[src/rtl/lsu_pkg.sv]
// Shared types and constants for the load/store unit.
// State encoding, RV32I funct3 load/store encodings, byte-enable
// patterns and small helpers for access-size decoding.
package lsu_pkg;

  typedef enum logic [1:0] {
    ST_IDLE = 2'd0,
    ST_REQ  = 2'd1,
    ST_DONE = 2'd2
  } lsu_state_e;

  typedef enum logic [1:0] {
    SZ_BYTE = 2'd0,
    SZ_HALF = 2'd1,
    SZ_WORD = 2'd2
  } lsu_size_e;

  // RV32I funct3 encodings (stores reuse the signed-load codes)
  localparam logic [2:0] F3_LB  = 3'b000;
  localparam logic [2:0] F3_LH  = 3'b001;
  localparam logic [2:0] F3_LW  = 3'b010;
  localparam logic [2:0] F3_LBU = 3'b100;
  localparam logic [2:0] F3_LHU = 3'b101;

  // Byte-enable patterns for lane 0, shifted by the address offset
  localparam logic [3:0] BE_BYTE = 4'b0001;
  localparam logic [3:0] BE_HALF = 4'b0011;
  localparam logic [3:0] BE_WORD = 4'b1111;

  // Anything not a byte or half encoding is handled as a word access
  function automatic lsu_size_e decode_size(input logic [2:0] f3);
    case (f3)
      F3_LB, F3_LBU: decode_size = SZ_BYTE;
      F3_LH, F3_LHU: decode_size = SZ_HALF;
      default:       decode_size = SZ_WORD;
    endcase
  endfunction

  // True when the low address bits do not fit the natural alignment
  function automatic logic is_misaligned(input logic [2:0] f3, input logic [1:0] addr);
    case (decode_size(f3))
      SZ_HALF: is_misaligned = addr[0];
      SZ_WORD: is_misaligned = |addr;
      default: is_misaligned = 1'b0;
    endcase
  endfunction

endpackage

[src/rtl/lsu_align.sv]
// Combinational lane steering for the load/store unit: byte enables,
// store-data replication and load lane extraction with sign/zero extension.
// Half accesses look only at addr[1]; word accesses ignore the low bits.
module lsu_align
  import lsu_pkg::*;
(
  input  logic [2:0]  funct3_i,
  input  logic [1:0]  addr_i,
  input  logic [31:0] wdata_i,
  input  logic [31:0] rdata_i,
  output logic [3:0]  be_o,
  output logic [31:0] wdata_o,
  output logic [31:0] load_o
);

  lsu_size_e   size;
  logic        sign_ext;
  logic [7:0]  byte_sel;
  logic [15:0] half_sel;

  assign size     = decode_size(funct3_i);
  assign sign_ext = ~funct3_i[2];
  assign byte_sel = rdata_i[{addr_i, 3'b000} +: 8];
  assign half_sel = addr_i[1] ? rdata_i[31:16] : rdata_i[15:0];

  // Byte enables: shift the lane-0 pattern to the addressed lane
  always_comb begin
    be_o = BE_WORD;
    case (size)
      SZ_BYTE: be_o = BE_BYTE << addr_i;
      SZ_HALF: be_o = BE_HALF << {addr_i[1], 1'b0};
      default: be_o = BE_WORD;
    endcase
  end

  // Store data replicated across lanes so any enabled lane sees its byte
  generate
    for (genvar gi = 0; gi < 4; gi++) begin : g_lane
      assign wdata_o[8*gi +: 8] = (size == SZ_BYTE) ? wdata_i[7:0] :
                                  (size == SZ_HALF) ? wdata_i[8*(gi%2) +: 8] :
                                                      wdata_i[8*gi +: 8];
    end
  endgenerate

  // Load result: pick the addressed lane and extend to 32 bits
  always_comb begin
    load_o = rdata_i;
    case (size)
      SZ_BYTE: load_o = {{24{sign_ext & byte_sel[7]}}, byte_sel};
      SZ_HALF: load_o = {{16{sign_ext & half_sel[15]}}, half_sel};
      default: load_o = rdata_i;
    endcase
  end

endmodule

[src/rtl/load_store_unit.sv]
// RV32I load/store unit: IDLE -> REQ -> DONE handshake with a timeout abort.
// One operation outstanding; the datapath is stalled until DONE.
// Optional macro LSU_MISALIGN_TRAP_EN: misaligned half/word accesses bypass
// the memory request and complete immediately with err=1.
module load_store_unit
  import lsu_pkg::*;
#(
  parameter int unsigned TIMEOUT_CYCLES = 16
) (
  input  logic        clk,
  input  logic        reset,
  input  logic        ls_valid,
  input  logic        memwrite,
  input  logic [2:0]  funct3,
  input  logic [31:0] aluresult,
  input  logic [31:0] writedata,
  output logic [31:0] readdata,
  output logic        stall,
  output logic        done,
  output logic        err,
  output logic        mem_req,
  output logic        mem_we,
  output logic [31:0] mem_addr,
  output logic [3:0]  mem_be,
  output logic [31:0] mem_wdata,
  input  logic        mem_ready,
  input  logic [31:0] mem_rdata
);

  localparam logic [7:0] TIMEOUT_LIM = 8'(TIMEOUT_CYCLES);

  lsu_state_e  state_q, state_d;
  logic [31:0] addr_q, addr_d;
  logic [31:0] wdata_q, wdata_d;
  logic [2:0]  funct3_q, funct3_d;
  logic        we_q, we_d;
  logic [7:0]  cnt_q, cnt_d;
  logic [31:0] rdata_q, rdata_d;
  logic        err_q, err_d;

  logic [3:0]  be_al;
  logic [31:0] wdata_al;
  logic [31:0] load_al;
  logic [7:0]  cnt_inc;

  assign cnt_inc = cnt_q + 8'd1;

  lsu_align u_align (
    .funct3_i (funct3_q),
    .addr_i   (addr_q[1:0]),
    .wdata_i  (wdata_q),
    .rdata_i  (mem_rdata),
    .be_o     (be_al),
    .wdata_o  (wdata_al),
    .load_o   (load_al)
  );

  // State and captured-operation registers with synchronous active-low reset
  always_ff @(posedge clk) begin
    if (!reset) begin
      state_q  <= ST_IDLE;
      addr_q   <= '0;
      wdata_q  <= '0;
      funct3_q <= '0;
      we_q     <= 1'b0;
      cnt_q    <= '0;
      rdata_q  <= '0;
      err_q    <= 1'b0;
    end else begin
      state_q  <= state_d;
      addr_q   <= addr_d;
      wdata_q  <= wdata_d;
      funct3_q <= funct3_d;
      we_q     <= we_d;
      cnt_q    <= cnt_d;
      rdata_q  <= rdata_d;
      err_q    <= err_d;
    end
  end

  // Next-state logic: accept, wait for memory or time out, one-cycle DONE
  always_comb begin
    state_d  = state_q;
    addr_d   = addr_q;
    wdata_d  = wdata_q;
    funct3_d = funct3_q;
    we_d     = we_q;
    cnt_d    = cnt_q;
    rdata_d  = rdata_q;
    err_d    = err_q;
    case (state_q)
      ST_IDLE: begin
        if (ls_valid) begin
          addr_d   = aluresult;
          wdata_d  = writedata;
          funct3_d = funct3;
          we_d     = memwrite;
          cnt_d    = '0;
          rdata_d  = '0;
          err_d    = 1'b0;
`ifdef LSU_MISALIGN_TRAP_EN
          if (is_misaligned(funct3, aluresult[1:0])) begin
            state_d = ST_DONE;
            err_d   = 1'b1;
          end else begin
            state_d = ST_REQ;
          end
`else
          state_d  = ST_REQ;
`endif
        end
      end
      ST_REQ: begin
        // A ready in the same cycle the counter would expire still succeeds
        if (mem_ready) begin
          state_d = ST_DONE;
          err_d   = 1'b0;
          rdata_d = we_q ? 32'd0 : load_al;
        end else if (cnt_inc == TIMEOUT_LIM) begin
          state_d = ST_DONE;
          err_d   = 1'b1;
          rdata_d = '0;
          cnt_d   = cnt_inc;
        end else begin
          cnt_d   = cnt_inc;
        end
      end
      ST_DONE: begin
        state_d = ST_IDLE;
      end
      default: begin
        state_d = ST_IDLE;
      end
    endcase
  end

  // Memory-side outputs are forced to zero whenever no request is active
  assign mem_req   = (state_q == ST_REQ);
  assign mem_we    = mem_req & we_q;
  assign mem_addr  = mem_req ? {addr_q[31:2], 2'b00} : 32'd0;
  assign mem_be    = mem_req ? be_al : 4'd0;
  assign mem_wdata = mem_req ? wdata_al : 32'd0;

  assign done      = (state_q == ST_DONE);
  assign err       = done & err_q;
  assign readdata  = done ? rdata_q : 32'd0;
  assign stall     = ((state_q == ST_IDLE) & ls_valid) | mem_req;

endmodule
[config.mk]
export PLATFORM = sky130hd
export DESIGN_NAME = load_store_unit
export DESIGN_NICKNAME = d
export VERILOG_FILES = /design/src/rtl/lsu_pkg.sv /design/src/rtl/lsu_align.sv /design/src/rtl/load_store_unit.sv
export SDC_FILE = /design/constraint.sdc
export NUM_CORES = 1
export LEC_CHECK = 0
export ABC_AREA = 1
export BUFFER_PORTS_ARGS = -buffer_cell sky130_fd_sc_hd__buf_4
export CAP_MARGIN = 25
export CORE_MARGIN = 10
export CORE_UTILIZATION = 50
export DETAILED_ROUTE_END_ITERATION = 6
export PLACE_DENSITY = 0.8
export SLEW_MARGIN = 20
export SYNTH_ARGS = -nofsm -noshare
export SYNTH_HDL_FRONTEND = slang
export SYNTH_HIERARCHICAL = 1
export SYNTH_SLANG_ARGS = --single-unit
[constraint.sdc]
create_clock -name clk -period 2.1 [get_ports clk]
set_input_delay 0.21 -clock clk [delete_from_list [all_inputs] [get_ports clk]]
set_output_delay 0.21 -clock clk [all_outputs]
set_load 0.03 [all_outputs]
==> results.md <==
- Final worst path period share: 0.9268
- Slew Limit Fails: 0
- Routed Antenna Nets: 0
- Period minus WS final: 1.946 ns
- Clock power frac: 0.315
- Sequential fraction of the synthesis area: 0.3616
- Netlist cell types: 37
- CTS tree: yes
- CP Data Required Time: 1.89 ns
- Mapped cell area: slightly above 0.006 mm2
- Avg Vias per Cell: roughly 5
- Layout cells sized above 1: 0.2648
- Largest net degree at the start of global routing: 102
- Critical path type: flop to output port
- Vias: 6446
- Final Hold Vio Count: 0
- Ys async rst share: 0
- First-pass GRT wire length: roughly 30000 um
- Htree depth: 3
- Max FO, Critical Path: 45
- Max Clock Skew: approximately 0.0075 ns
- DRC violations left: 0
- Floorplan row count: 40
- I/O Buffers: about 210
- Root buffer cell: clkbuf_16
- Syn Inst Count: between 900 and 1000
- Num Clock Sinks: about 110
- Drt pass-1 iters: 7
- Endpoint class of the critical path: output port
- Avg Inst Size Synth: ~6.3 um2
- Peak VDD IR: roughly 0.65 mV
- Sw frac: 0.3308
- N_diodes: 0
- # IOs: 209
- HP Class: primary input to flop
- Slew @ Worst Pin: between 0.5 and 0.6 ns
- Core area: around 0.012 mm2
- Net count reported at finish: around 1200
- Routability cong.: roughly 0.90
- Slew margin rel.: 0.6337
- GRT overflow: 0
- Die Width: 130.9 um
- Leakage power: ~3.6 nW
- Worst-Skew Late Latency: between 0.3 and 0.4 ns
- Status: finished, final reports clean
- Clock buffer depth: 2
- Post-synth EDFFs: 0
- Initial DRC count: slightly below 400
- Yosys warns: 6
- Worst EP arrival: between 1.5 and 2 ns
- Final wirelength: approximately 20000 um
- Reg power frac: 0.434
- GRT Util Overall: 0.2193
- R2R cell count: 7
- Initial Util: 0.5117
- Psw: 1.785 mW
- Final setup TNS: 0 ns
- Inserted Clock Buffers: 9
- Die ar.: about 0.017 mm2
- Unrepaired setup endpoints after global routing: false
- R2R setup slack: about 0.24 ns
- Hold Buf Count CTS: 0
- Vias in the first global route: ~6000
- Combinational Power Share: 0.251
- Max-Cap Viols: 0
- Cell count of the worst hold path: 3
- Layout Utilization: 0.6654
- Pwr/cell area: approximately 670 mW/mm2
- CP Launch Type: flop
- WL per Instance: approximately 15 um
- Clock transition at path regs: roughly 0.08 ns
- Synthesis-to-finish area growth: 30.05%
- DP HPWL: between 10000 and 15000 um
- Fmax: between 500 and 600 MHz
- Dominant synthesized flop cell: dfxtp_1
- Final setup fails: 0
- Initial antenna violation count: 0
- FF+latch count, synth: between 100 and 150
- Die H: around 130 um
- Internal power: around 3.6 mW
## layout make-up
cell class              count  area [um2]
clock buffers              10       239.0
clock inverters             6       50.05
fillers                  1125        4019
inverters                 139       540.5
multi-input cells         657        3029
flip-flops and latches    111        2228
well taps                 147       183.9
repair buffers            224        1714
repair inverters            1       7.507
## cell families after synthesis
| family | share of synthesized area |
|---|---|
| AO/OA/AOI/OAI | 0.1513 |
| adder cells (fa/ha/maj) | 0.002036 |
| buffers and inverters | 0.1492 |
| flip-flops | 0.3616 |
| other | 0.0006102 |
| AND/OR/NAND/NOR | 0.3353 |
## power groups by stage
stage	registers (mW)	logic [mW]	clock network, mW
2_1_floorplan	2.35	0.952	0
3_3_place_gp	2.38	1.31	0
3_5_place_dp	2.39	1.32	0
4_1_cts	2.34	1.34	1.72
5_1_grt	2.36	1.51	1.81
6_report	2.34	1.35	1.70
## cells in the final DEF, fill, tap and decap left out, drive strengths merged
cell type  netlist  layout
o211ai           9       9
clkinv           1       2
ha               1       1
o21ai           85      85
nor2           225     226
dfxtp          111     111
a211oi           1       1
nand3b           2       2
inv            138     141
or2              1       1
a21oi           74      74
conb             1       2
nand3           47      47
nand2          207     207
o21bai           1       1
buf             34     224
clkbuf          31      10
clkinvlp         0       3
o22ai            1       1
## sequential cells by signal (all words and copies together), names as in the netlist
name / count
addr_q: 32
cnt_q: 8
err_q: 1
funct3_q: 3
rdata_q: 32
state_q: 2
wdata_q: 32
we_q: 1
## cells in the mapped netlist, types with 4 or more instances
cell type	n	area share
a21oi_2	12	0.017
buf_4	11	0.013
o211ai_1	9	0.011
buf_1	9	0.0055
nor2_1	217	0.13
a21oi_1	62	0.050
buf_6	6	0.011
clkbuf_1	30	0.018
o21ai_0	83	0.068
nand2_2	16	0.016
nor2_2	4	0.0041
dfxtp_1	111	0.36
nand3_2	6	0.0098
buf_2	5	0.0041
inv_1	132	0.081
nand2_1	187	0.11
nand3_1	39	0.032
## per-layer routing
layer | up-vias | global-route usage | routed length [um]
met5 | - | 0 | 0
met4 | 0 | 0.05036 | 214
met3 | 17 | 0.1217 | 2586
met2 | 255 | 0.3411 | 8739
met1 | 2864 | 0.2585 | 7953
li1 | 3310 | - | -
## worst max-delay path, cell delays in order (launching register included)
cell	delay [ns]
dfxtp_1	0.41
inv_1	0.07
nor2_2	0.19
inv_2	0.11
buf_6	0.22
nor2_1	0.16
buf_4	0.18
## metrics by stage
stage	instance area [um2]	hold slack (ns)	setup slack [ns]	instances	total power, mW
after CTS	7951	0.08720	0.02344	1292	5.401
after global placement	7627	0.4390	0.2926	1272	3.689
after detailed placement	7627	0.4412	0.2234	1272	3.705
final	7993	0.09720	0.1538	1295	5.395
after floorplan	6150	0.3728	0.1626	971	3.305
after global routing	7993	0.09219	0.02267	1295	5.675
## worst paths after layout
check	start	end
max	state_q[0]	mem_addr[20]
min	writedata[20]	wdata_q[20]
max reg2reg	funct3_q[0]	rdata_q[13]
min reg2reg	addr_q[23]	addr_q[23]
## what timing repair did
| item | CTS | global route |
|---|---|---|
| gates resized for setup | 3 | 7 |
| buffers inserted | 2 | 3 |
| endpoints found under the setup margin | 34 | 41 |
| pin swaps | 1 | 1 |
| cloned | 2 | 0 |
Note: power is estimated with default switching activity, not from simulation.
